--- config.mk ---
export PLATFORM = sky130hd
export DESIGN_NAME = fifo_rd_sched
export DESIGN_NICKNAME = d
export VERILOG_FILES = /design/src/rtl/fifo_rd_sched.sv
export SDC_FILE = /design/constraint.sdc
export NUM_CORES = 1
export LEC_CHECK = 0
export BUFFER_PORTS_ARGS = -buffer_cell sky130_fd_sc_hd__buf_2
export CORE_MARGIN = 8
export CORE_UTILIZATION = 42
export DETAILED_ROUTE_END_ITERATION = 10
export PLACE_DENSITY = 0.66
export SLEW_MARGIN = 10
export SYNTH_ARGS = -nofsm -noshare
export SYNTH_HDL_FRONTEND = slang
export SYNTH_SLANG_ARGS = --single-unit
--- constraint.sdc ---
create_clock -name rclk -period 6.2 [get_ports rclk]
set_input_delay 0.93 -clock rclk [delete_from_list [all_inputs] [get_ports rclk]]
set_output_delay 0.93 -clock rclk [all_outputs]
set_load 0.05 [all_outputs]
--- src/rtl/fifo_rd_sched.sv ---
// Round-robin read scheduler that shares one async-FIFO read port among NREQ consumers.
// Optional FIFO_RD_SCHED_EMPTY_TERM_EN: an empty FIFO ends a burst once at least one word has been popped.
module fifo_rd_sched #(
  parameter int NREQ      = 4,
  parameter int DSIZE     = 8,
  parameter int MAX_BURST = 8,
  localparam int CW       = $clog2(MAX_BURST + 1)
) (
  input  logic             rclk,
  input  logic             rrst,
  input  logic [NREQ-1:0]  req,
  input  logic             fifo_rempty,
  input  logic [DSIZE-1:0] fifo_rdata,
  output logic             rinc,
  output logic [NREQ-1:0]  gnt,
  output logic [DSIZE-1:0] dout,
  output logic [NREQ-1:0]  dvalid,
  output logic             busy,
  output logic [CW-1:0]    burst_cnt
);

  localparam int OW = $clog2(NREQ);
  localparam logic [CW-1:0] MAX_CNT  = CW'(MAX_BURST);
  localparam logic [CW-1:0] LAST_CNT = CW'(MAX_BURST - 1);
  localparam logic [OW:0]   NREQ_W   = (OW + 1)'(NREQ);

  typedef enum logic [1:0] {IDLE, GRANT, BURST, DONE} state_e;

  state_e           state_q, state_d;
  logic [NREQ-1:0]  gnt_q, gnt_d;
  logic [NREQ-1:0]  dvalid_q, dvalid_d;
  logic [OW-1:0]    owner_q, owner_d;
  logic [OW-1:0]    last_q, last_d;
  logic [DSIZE-1:0] dout_q, dout_d;
  logic [CW-1:0]    cnt_q, cnt_d;
  logic [OW-1:0]    winner;
  logic             winner_found;
  logic [OW:0]      scan_sum;
  logic             rinc_c;

  // Search starts one past the previous owner so every requester gets a turn.
  always_comb begin
    winner       = '0;
    winner_found = 1'b0;
    scan_sum     = '0;
    for (int i = 1; i <= NREQ; i++) begin
      scan_sum = {1'b0, last_q} + (OW + 1)'(i);
      if (scan_sum >= NREQ_W) scan_sum = scan_sum - NREQ_W;
      if (!winner_found && req[scan_sum[OW-1:0]]) begin
        winner_found = 1'b1;
        winner       = scan_sum[OW-1:0];
      end
    end
  end

  assign rinc_c = (state_q == BURST) && req[owner_q] && !fifo_rempty && (cnt_q < MAX_CNT);

  always_comb begin
    state_d  = state_q;
    gnt_d    = gnt_q;
    dvalid_d = '0;
    owner_d  = owner_q;
    last_d   = last_q;
    dout_d   = dout_q;
    cnt_d    = cnt_q;
    case (state_q)
      IDLE: begin
        if (winner_found && !fifo_rempty) begin
          state_d = GRANT;
          gnt_d   = NREQ'(1) << winner;
          owner_d = winner;
        end
      end
      GRANT: begin
        cnt_d   = '0;
        state_d = BURST;
      end
      BURST: begin
        if (rinc_c) begin
          dout_d   = fifo_rdata;
          dvalid_d = gnt_q;
          cnt_d    = cnt_q + CW'(1);
        end
        // An owner release takes priority over an empty stall.
        if (!req[owner_q]) begin
          state_d = DONE;
        end else if (rinc_c && (cnt_q == LAST_CNT)) begin
          state_d = DONE;
`ifdef FIFO_RD_SCHED_EMPTY_TERM_EN
        end else if (fifo_rempty && (cnt_q != '0)) begin
          state_d = DONE;
`endif
        end
      end
      DONE: begin
        gnt_d   = '0;
        last_d  = owner_q;
        state_d = IDLE;
      end
      default: state_d = IDLE;
    endcase
  end

  always_ff @(posedge rclk or posedge rrst) begin
    if (rrst) begin
      state_q  <= IDLE;
      gnt_q    <= '0;
      dvalid_q <= '0;
      owner_q  <= '0;
      last_q   <= OW'(NREQ - 1);
      dout_q   <= '0;
      cnt_q    <= '0;
    end else begin
      state_q  <= state_d;
      gnt_q    <= gnt_d;
      dvalid_q <= dvalid_d;
      owner_q  <= owner_d;
      last_q   <= last_d;
      dout_q   <= dout_d;
      cnt_q    <= cnt_d;
    end
  end

  assign rinc      = rinc_c;
  assign gnt       = gnt_q;
  assign dout      = dout_q;
  assign dvalid    = dvalid_q;
  assign busy      = (state_q != IDLE);
  assign burst_cnt = cnt_q;

endmodule

==> metrics.md, run 1 <==
| Metric | Value |
|---|---|
| Post-CTS Repair Setup Buffers | 0 |
| Initial antenna violation count | 0 |
| PostCTS Resize Cnt | 0 |
| Max-slew violations | 0 |
| Yosys warns | 0 |
| CP Launch Type | input pin |
| Placed cell areas | 1530 um^2 |
| Worst Path Max Fanout | 17 |
| CTS Buffer Depth | 2 |
| FP Rows | 20 |
| Die area | 5210 um^2 |
| Leading post-synthesis cells by cell area | dfrtp_1, mux2_2, ha_1, dfstp_2, mux2i_1 |
| Maximum vdd drop | 0.000214 V |
| CP Data Required Time | 5.27 ns |
| Syn Area/Cell | 11.4 um^2 |
| Yosys top cell area share | between 40% and 50% |
| Sum Neg Setup Slack | 0 ns |
| Fill cells | 277 |
| Routed via count | 998 |
| Final min period | 3.34 ns |
| Vias in the first global route | 1033 |
| Dominant cell by count in the synthesized netlist | dfrtp_1 |
| Clock latency on the worst-skew pair | 0.32 ns |
| PortBufs | 36 |
| Synth cell count leaders | dfrtp_1, nand2_1, mux2_2 |
| Top FF cell, synth | dfrtp_1 |
| PwrDens | 533 nW/um^2 |
| Initial Util | between 40% and 50% |
| Count of cell types in the netlist | 36 |
| Routability Congestion | 0.822 |
| Async S/R FF share, synth | 100% |
| Number of synthesized flops with an enable pin | 0 |
| Leakage | 0.772 nW |
| DRC viols | 0 |
| Setup Viol. Count Final | 0 |
| Overflow left after global routing | 0 |
| Ant diodes | 0 |
| Via density | roughly 5.1 |
| Cell accounting for the most synthesized area | dfrtp_1 |
| Setup repair after global routing missed its margin | false |
| CP endpoint kind | output pin |
| I/O pins | 37 |
| Tcrit/Tclk final | 53.9% |
| Status | completed |
| TritonCTS clock tree | yes |
| Seq/Total Area, Yosys | 49.2% |
| CTS buffer count | 3 |
| Hold WC Path Type | reg -> reg |
| CTS sink cnt | 26 |
| Layout area overhead | 19.5% |
| # nets final | 174 |
| Drt first pass iters | 4 |
| Root Buffer | clkbuf_4 |
| CTS H-tree depth | 1 |
| Gr usage total | between 10 and 15% |
| Synthesized net count | 137 |
| Die height | 72.2 um |
| Reg clk slew, reported paths | around 0.15 ns |
| Post-Syn Area | 1330 um^2 |
| Die W | 72.2 um |
| WL per Instance | 14.0 um |
| Drt total wl | 2.75 mm |
| Peak Freq | between 0.2 and 0.3 GHz |
| Max cap viols | 0 |
| Critical Path AT | 2.41 ns |
| Slew @ Worst Pin | 0.939 ns |
| Remaining antenna violation count after routing | 0 |
| Post-DP HPWL | about 2.1 mm |
| Final Hold Vio Count | 0 |
| WS Path Type | in -> out |
| Fin Clk Skew | roughly 0.0076 ns |
| Syn Inst Count | about 120 |
| Global-route wire length before repair | 4.64 mm |
| DRT iter0 DRCs | 25 |
| Rel. slew slack | between 30% and 40% |
| Synth Register Bits | 26 |
| Hold_buf cts | 0 |
| Pin count of the biggest net entering global routing | 27 |
| Core area | 3030 um^2 |
| Share of post-route cells with drive strength above 1 | 37.5% |
| Design Area, Final | around 1600 um^2 |
| Power Total | 0.846 mW |
-- cells by family after synthesis --
logic type	share of synthesized area [%]
multiplexers	13.1
adder cells (fa/ha/maj)	5.66
AO/OA/AOI/OAI	14.4
flip-flops	49.2
AND/OR/NAND/NOR	13.7
buffers and inverters	3.87
-- cell usage in the layout, fill, tap and decap left out, drive strengths merged --
cell type	instances
a211oi	2
a21boi	1
a21oi	2
a22o	1
and2	4
buf	36
bufinv	1
clkbuf	3
dfrtp	24
dfstp	2
ha	6
inv	6
mux2	11
mux2i	5
nand2	12
nand2b	6
nand3	1
nor2	3
nor3	1
nor4	1
nor4bb	1
o211ai	5
o21a	1
o21ai	5
o21ba	1
o21bai	1
o22ai	2
o31ai	3
o32ai	1
or2	2
or4	1
or4b	1
-- report_power, final --
group	leakage, nW	total (mW)	internal, mW	switching [mW]
combinational	0.414	0.443	0.141	0.302
clock	0.0279	0.117	0.0654	0.0514
sequential	0.330	0.286	0.237	0.0488
-- stage by stage --
step                hold slack [ns]  util, %  std cells  setup WS (ns)
detailed placement            0.474     50.6        192           2.84
finish                        0.506     52.4        196           2.86
global route                  0.547     52.4        196           2.75
floorplan                     0.499        -        116           3.39
CTS                           0.506     52.4        196           2.84
global placement              0.465     50.6        192           2.88
-- metal layers --
metal	track usage, %	routed length [um]	up-vias
li1	-	-	484
met1	12.4	1200	490
met2	18.9	1370	22
met3	2.20	144	2
met4	5.44	38	0
met5	0	0	-
-- layout make-up --
| cell class | count | area, um^2 | area share, % |
|---|---|---|---|
| Clock buffer | 3 | 22.5 | 1.42 |
| Timing Repair Buffer | 36 | 180 | 11.4 |
| Inverter | 6 | 22.5 | 1.42 |
| Tap cell | 44 | 55.1 | 3.47 |
| Clock inverter | 1 | 30.0 | 1.89 |
| Multi-Input combinational cell | 80 | 622 | 39.2 |
| Sequential cell | 26 | 653 | 41.2 |
-- path summary, 6_finish.rpt --
check                      cells past startpoint                endpoint  slack, ns                   start
setup / recovery                               4                    rinc       2.86             fifo_rempty
hold / removal                                 1     dout[0]$_DFFE_PP0P_       0.51     dout[0]$_DFFE_PP0P_
setup reg to reg                               5     dout[1]$_DFFE_PP0P_       4.00  state_q[0]$_DFFE_PP0P_
hold reg to reg                                1     dout[0]$_DFFE_PP0P_       0.51     dout[0]$_DFFE_PP0P_
max in group asynchronous                      2  state_q[1]$_DFFE_PP0P_       4.84                    rrst
min in group asynchronous                      2     dout[4]$_DFFE_PP0P_       0.79                    rrst
-- state kept, by name, indices dropped and copies added, names as in the netlist --
name,cells
dout,8
burst_cnt,4
dvalid,4
gnt,4
last_q,2
owner_q,2
state_q,2
-- worst max-delay path: stages --
cell	delay, ns
buf_2	0.12
or2_2	0.29
o32ai_4	0.67
buf_2	0.39
Power figures use the tool's default switching activity.
==> run 2: changes to the inputs <==
--- a/config.mk
+++ b/config.mk
@@ -9,7 +9,7 @@
 export CORE_MARGIN = 8
 export CORE_UTILIZATION = 42
 export DETAILED_ROUTE_END_ITERATION = 10
-export PLACE_DENSITY = 0.66
+export PLACE_DENSITY = 0.69
 export SLEW_MARGIN = 10
 export SYNTH_ARGS = -nofsm -noshare
 export SYNTH_HDL_FRONTEND = slang
==> constraint.sdc (replaced) <==
create_clock -name rclk -period 2.77 [get_ports rclk]
set_input_delay 0.4155 -clock rclk [delete_from_list [all_inputs] [get_ports rclk]]
set_output_delay 0.4155 -clock rclk [all_outputs]
set_load 0.05 [all_outputs]
==> metrics.md, run 2 (synthesis results as in run 1) <==
| Metric | Value |
|---|---|
| Drt first pass iters | 3 (was 4) |
| Slew @ Worst Pin | 0.949 ns (was 0.939 ns) |
| Peak Freq | approximately 0.41 GHz |
| Hold_buf cts | 0 (unchanged) |
| Maximum vdd drop | 0.000482 V (was 0.000214 V) |
| Global-route wire length before repair | 4.62 mm (was 4.64 mm) |
| Design Area, Final | 1580 um^2 (was 1590 um^2) |
| Multi-input gate area | 622 um^2 (unchanged) |
| CTS H-tree depth | 1 (unchanged) |
| Power Total | 1.82 mW (was 0.846 mW) |
| Fill cells | 280 (was 277) |
| Gr usage total | 11.1% (was 10.9%) |
| Clock latency on the worst-skew pair | 0.32 ns (about the same) |
| CP Data Required Time | 2.35 ns (was 5.27 ns) |
| Setup repair after global routing missed its margin | false (unchanged) |
| Post-DP HPWL | 2.14 mm (about the same) |
| Layout area overhead | 18.9% (was 19.5%) |
| Max-slew violations | 0 (unchanged) |
| Initial antenna violation count | 0 (unchanged) |
| FF-to-FF Start | state_q[0]$_DFFE_PP0P_ (unchanged) |
| Fin Clk Skew | 0.00136 ns (was 0.00764 ns) |
| Commonest non-fill, non-tap cell in the layout | buf_2 (unchanged) |
| Die area | 5210 um^2 (unchanged) |
| Commonest cells after routing, fill and taps aside | buf_2, dfrtp_1, nand2_1 (unchanged) |
| Max cap viols | 0 (unchanged) |
| WL per Instance | 13.5 um (was 14.0 um) |
| Slowest Stage Delay on Critical Path | 0.49 ns (was 0.67 ns) |
| Ant diodes | 0 (unchanged) |
| Critical Path AT | 2.03 ns (was 2.41 ns) |
| Comb power frac | 54.3% (was 52.4%) |
| DRC viols | 0 (unchanged) |
| Setup Viol. Count Final | 0 (unchanged) |
| Worst r2r path cells | 6 (was 5) |
| Rel. slew slack | 36.7% (was 37.3%) |
| Die W | 72.2 um (unchanged) |
| Reg-to-reg slack, setup | 0.66 ns (was 4.00 ns) |
| PostCTS Resize Cnt | 0 (unchanged) |
| Reg clk slew, reported paths | 0.13 ns (was 0.15 ns) |
| RR Endpoint | dout[7]$_DFFE_PP0P_ (was dout[1]$_DFFE_PP0P_) |
| Pin count of the biggest net entering global routing | 27 (unchanged) |
| Sum Neg Setup Slack | 0 ns (unchanged) |
| CP cell instances | inv_1 > ha_1 > or4b_4 > o32ai_4 > buf_2 (was buf_2 > or2_2 > o32ai_4 > buf_2) |
| Remaining antenna violation count after routing | 0 (unchanged) |
| Initial Util | 43.8% (unchanged) |
| Root Buffer | clkbuf_4 (unchanged) |
| TritonCTS clock tree | yes (unchanged) |
| PwrDens | 1150 nW/um^2 (was 533 nW/um^2) |
| Final Hold Vio Count | 0 (unchanged) |
| Clk pwr share | 10.3% (was 13.8%) |
| Hold Worst Slack | 0.288 ns (was 0.506 ns) |
| Vias in the first global route | 1030 (was 1033) |
| PortBufs | 36 (unchanged) |
| Die height | 72.2 um (unchanged) |
| Worst Path Max Fanout | 5 (was 17) |
| Placed cell areas | 1540 um^2 (was 1530 um^2) |
| FP Rows | 20 (unchanged) |
| Core area | 3030 um^2 (unchanged) |
| Seq pwr share | 35.4% (was 33.8%) |
| Status | completed (unchanged) |
| Hold WC Path Type | in -> async (was reg -> reg) |
| Share of post-route cells with drive strength above 1 | 37.9% (was 37.5%) |
| CP endpoint kind | output pin (unchanged) |
| Sw frac | 48.8% (was 47.5%) |
| # nets final | 175 (was 174) |
| Final min period | roughly 2.4 ns |
| CTS buffer count | 3 (unchanged) |
| Register area | 653 um^2 (unchanged) |
| Routed via count | 969 (was 998) |
| WS Path Type | reg -> out (was in -> out) |
| CP Launch Type | flip-flop (was input pin) |
| CTS Buffer Depth | 2 (unchanged) |
| Final core occ | 52.1% (was 52.4%) |
| CTS sink cnt | 26 (unchanged) |
| Routability Congestion | 0.798 (was 0.822) |
| Drt total wl | 2.66 mm (was 2.75 mm) |
| Via density | 4.92 (was 5.09) |
| DRT iter0 DRCs | 36 (was 25) |
| Psw | 0.889 mW (was 0.402 mW) |
| Number of flip-flops in the largest register | 8 (unchanged) |
| Crit-path leading delay family | simple AND/OR/NAND/NOR gates (was compound AO/OA/AOI/OAI gates) |
| Overflow left after global routing | 0 (unchanged) |
| Cell Int Power | 0.931 mW (was 0.444 mW) |
| Buf/Inv on CP | 2 (unchanged) |
| Tcrit/Tclk final | about nine tenths |
| Crit-path slowest cell | or4b_4 (was o32ai_4) |
| Post-CTS Repair Setup Buffers | 0 (unchanged) |
| I/O pins | 37 (unchanged) |
| Leakage | 0.770 nW (was 0.772 nW) |
run 2: changes by cell type in the layout (fill, tap and decap cells not counted):
| cell | before | now |
|---|---|---|
| buf_4 | 0 | 1 |
| bufinv_16 | 1 | 0 |
| clkbuf_8 | 0 | 1 |
run 2: layout make-up:
class | count | share of cell area [%]
timing repair buffer | 37 | 11.9
tap | 44 | 3.49
multi-input combinational | 80 | 39.4
sequential | 26 | 41.4
clock buffer | 4 | 2.30
inverter | 6 | 1.43
run 2: how the worst max path moves through the flow:
stage	slack, ns	end	cells after the start	from
after global placement	0.74	rinc	5	state_q[0]$_DFFE_PP0P_
after CTS	0.31	rinc	5	state_q[0]$_DFFE_PP0P_
final	0.33	rinc	5	state_q[0]$_DFFE_PP0P_
after floorplan	0.70	dout[0]$_DFFE_PP0P_	4	burst_cnt[3]$_DFFE_PP0P_
after detailed placement	0.67	dout[7]$_DFFE_PP0P_	6	state_q[0]$_DFFE_PP0P_
after global routing	0.19	rinc	5	state_q[0]$_DFFE_PP0P_
run 2: stage by stage:
stage / instances / setup slack, ns
6_report: 197 / 0.329
5_1_grt: 197 / 0.192
4_1_cts: 197 / 0.314
3_5_place_dp: 193 / 0.668
3_3_place_gp: 193 / 0.741
2_1_floorplan: 116 / 0.697
run 2: worst register-to-register path, stage by stage (launching register included):
cell	delay, ns
dfrtp_1	0.42
inv_1	0.12
ha_1	0.24
or4b_4	0.49
o32ai_4	0.11
buf_4	0.26
mux2_2	0.36
run 2: power groups by stage:
stage | combinational [mW] | clock, mW | sequential (mW)
after global placement | 0.982 | 0 | 0.642
after floorplan | 0.469 | 0 | 0.961
after global routing | 1.07 | 0.212 | 0.663
final | 0.989 | 0.187 | 0.644
after detailed placement | 1.00 | 0 | 0.654
after CTS | 1.00 | 0.196 | 0.646
run 2: per-layer routing:
| metal | global-route usage [%] | part of all wire [%] | up-vias |
|---|---|---|---|
| li1 | - | - | 483 |
| met1 | 14.1 | 48 | 459 |
| met2 | 17.4 | 45 | 22 |
| met3 | 1.79 | 4.2 | 5 |
| met4 | 6.80 | 2.5 | 0 |
| met5 | 0 | 0 | - |
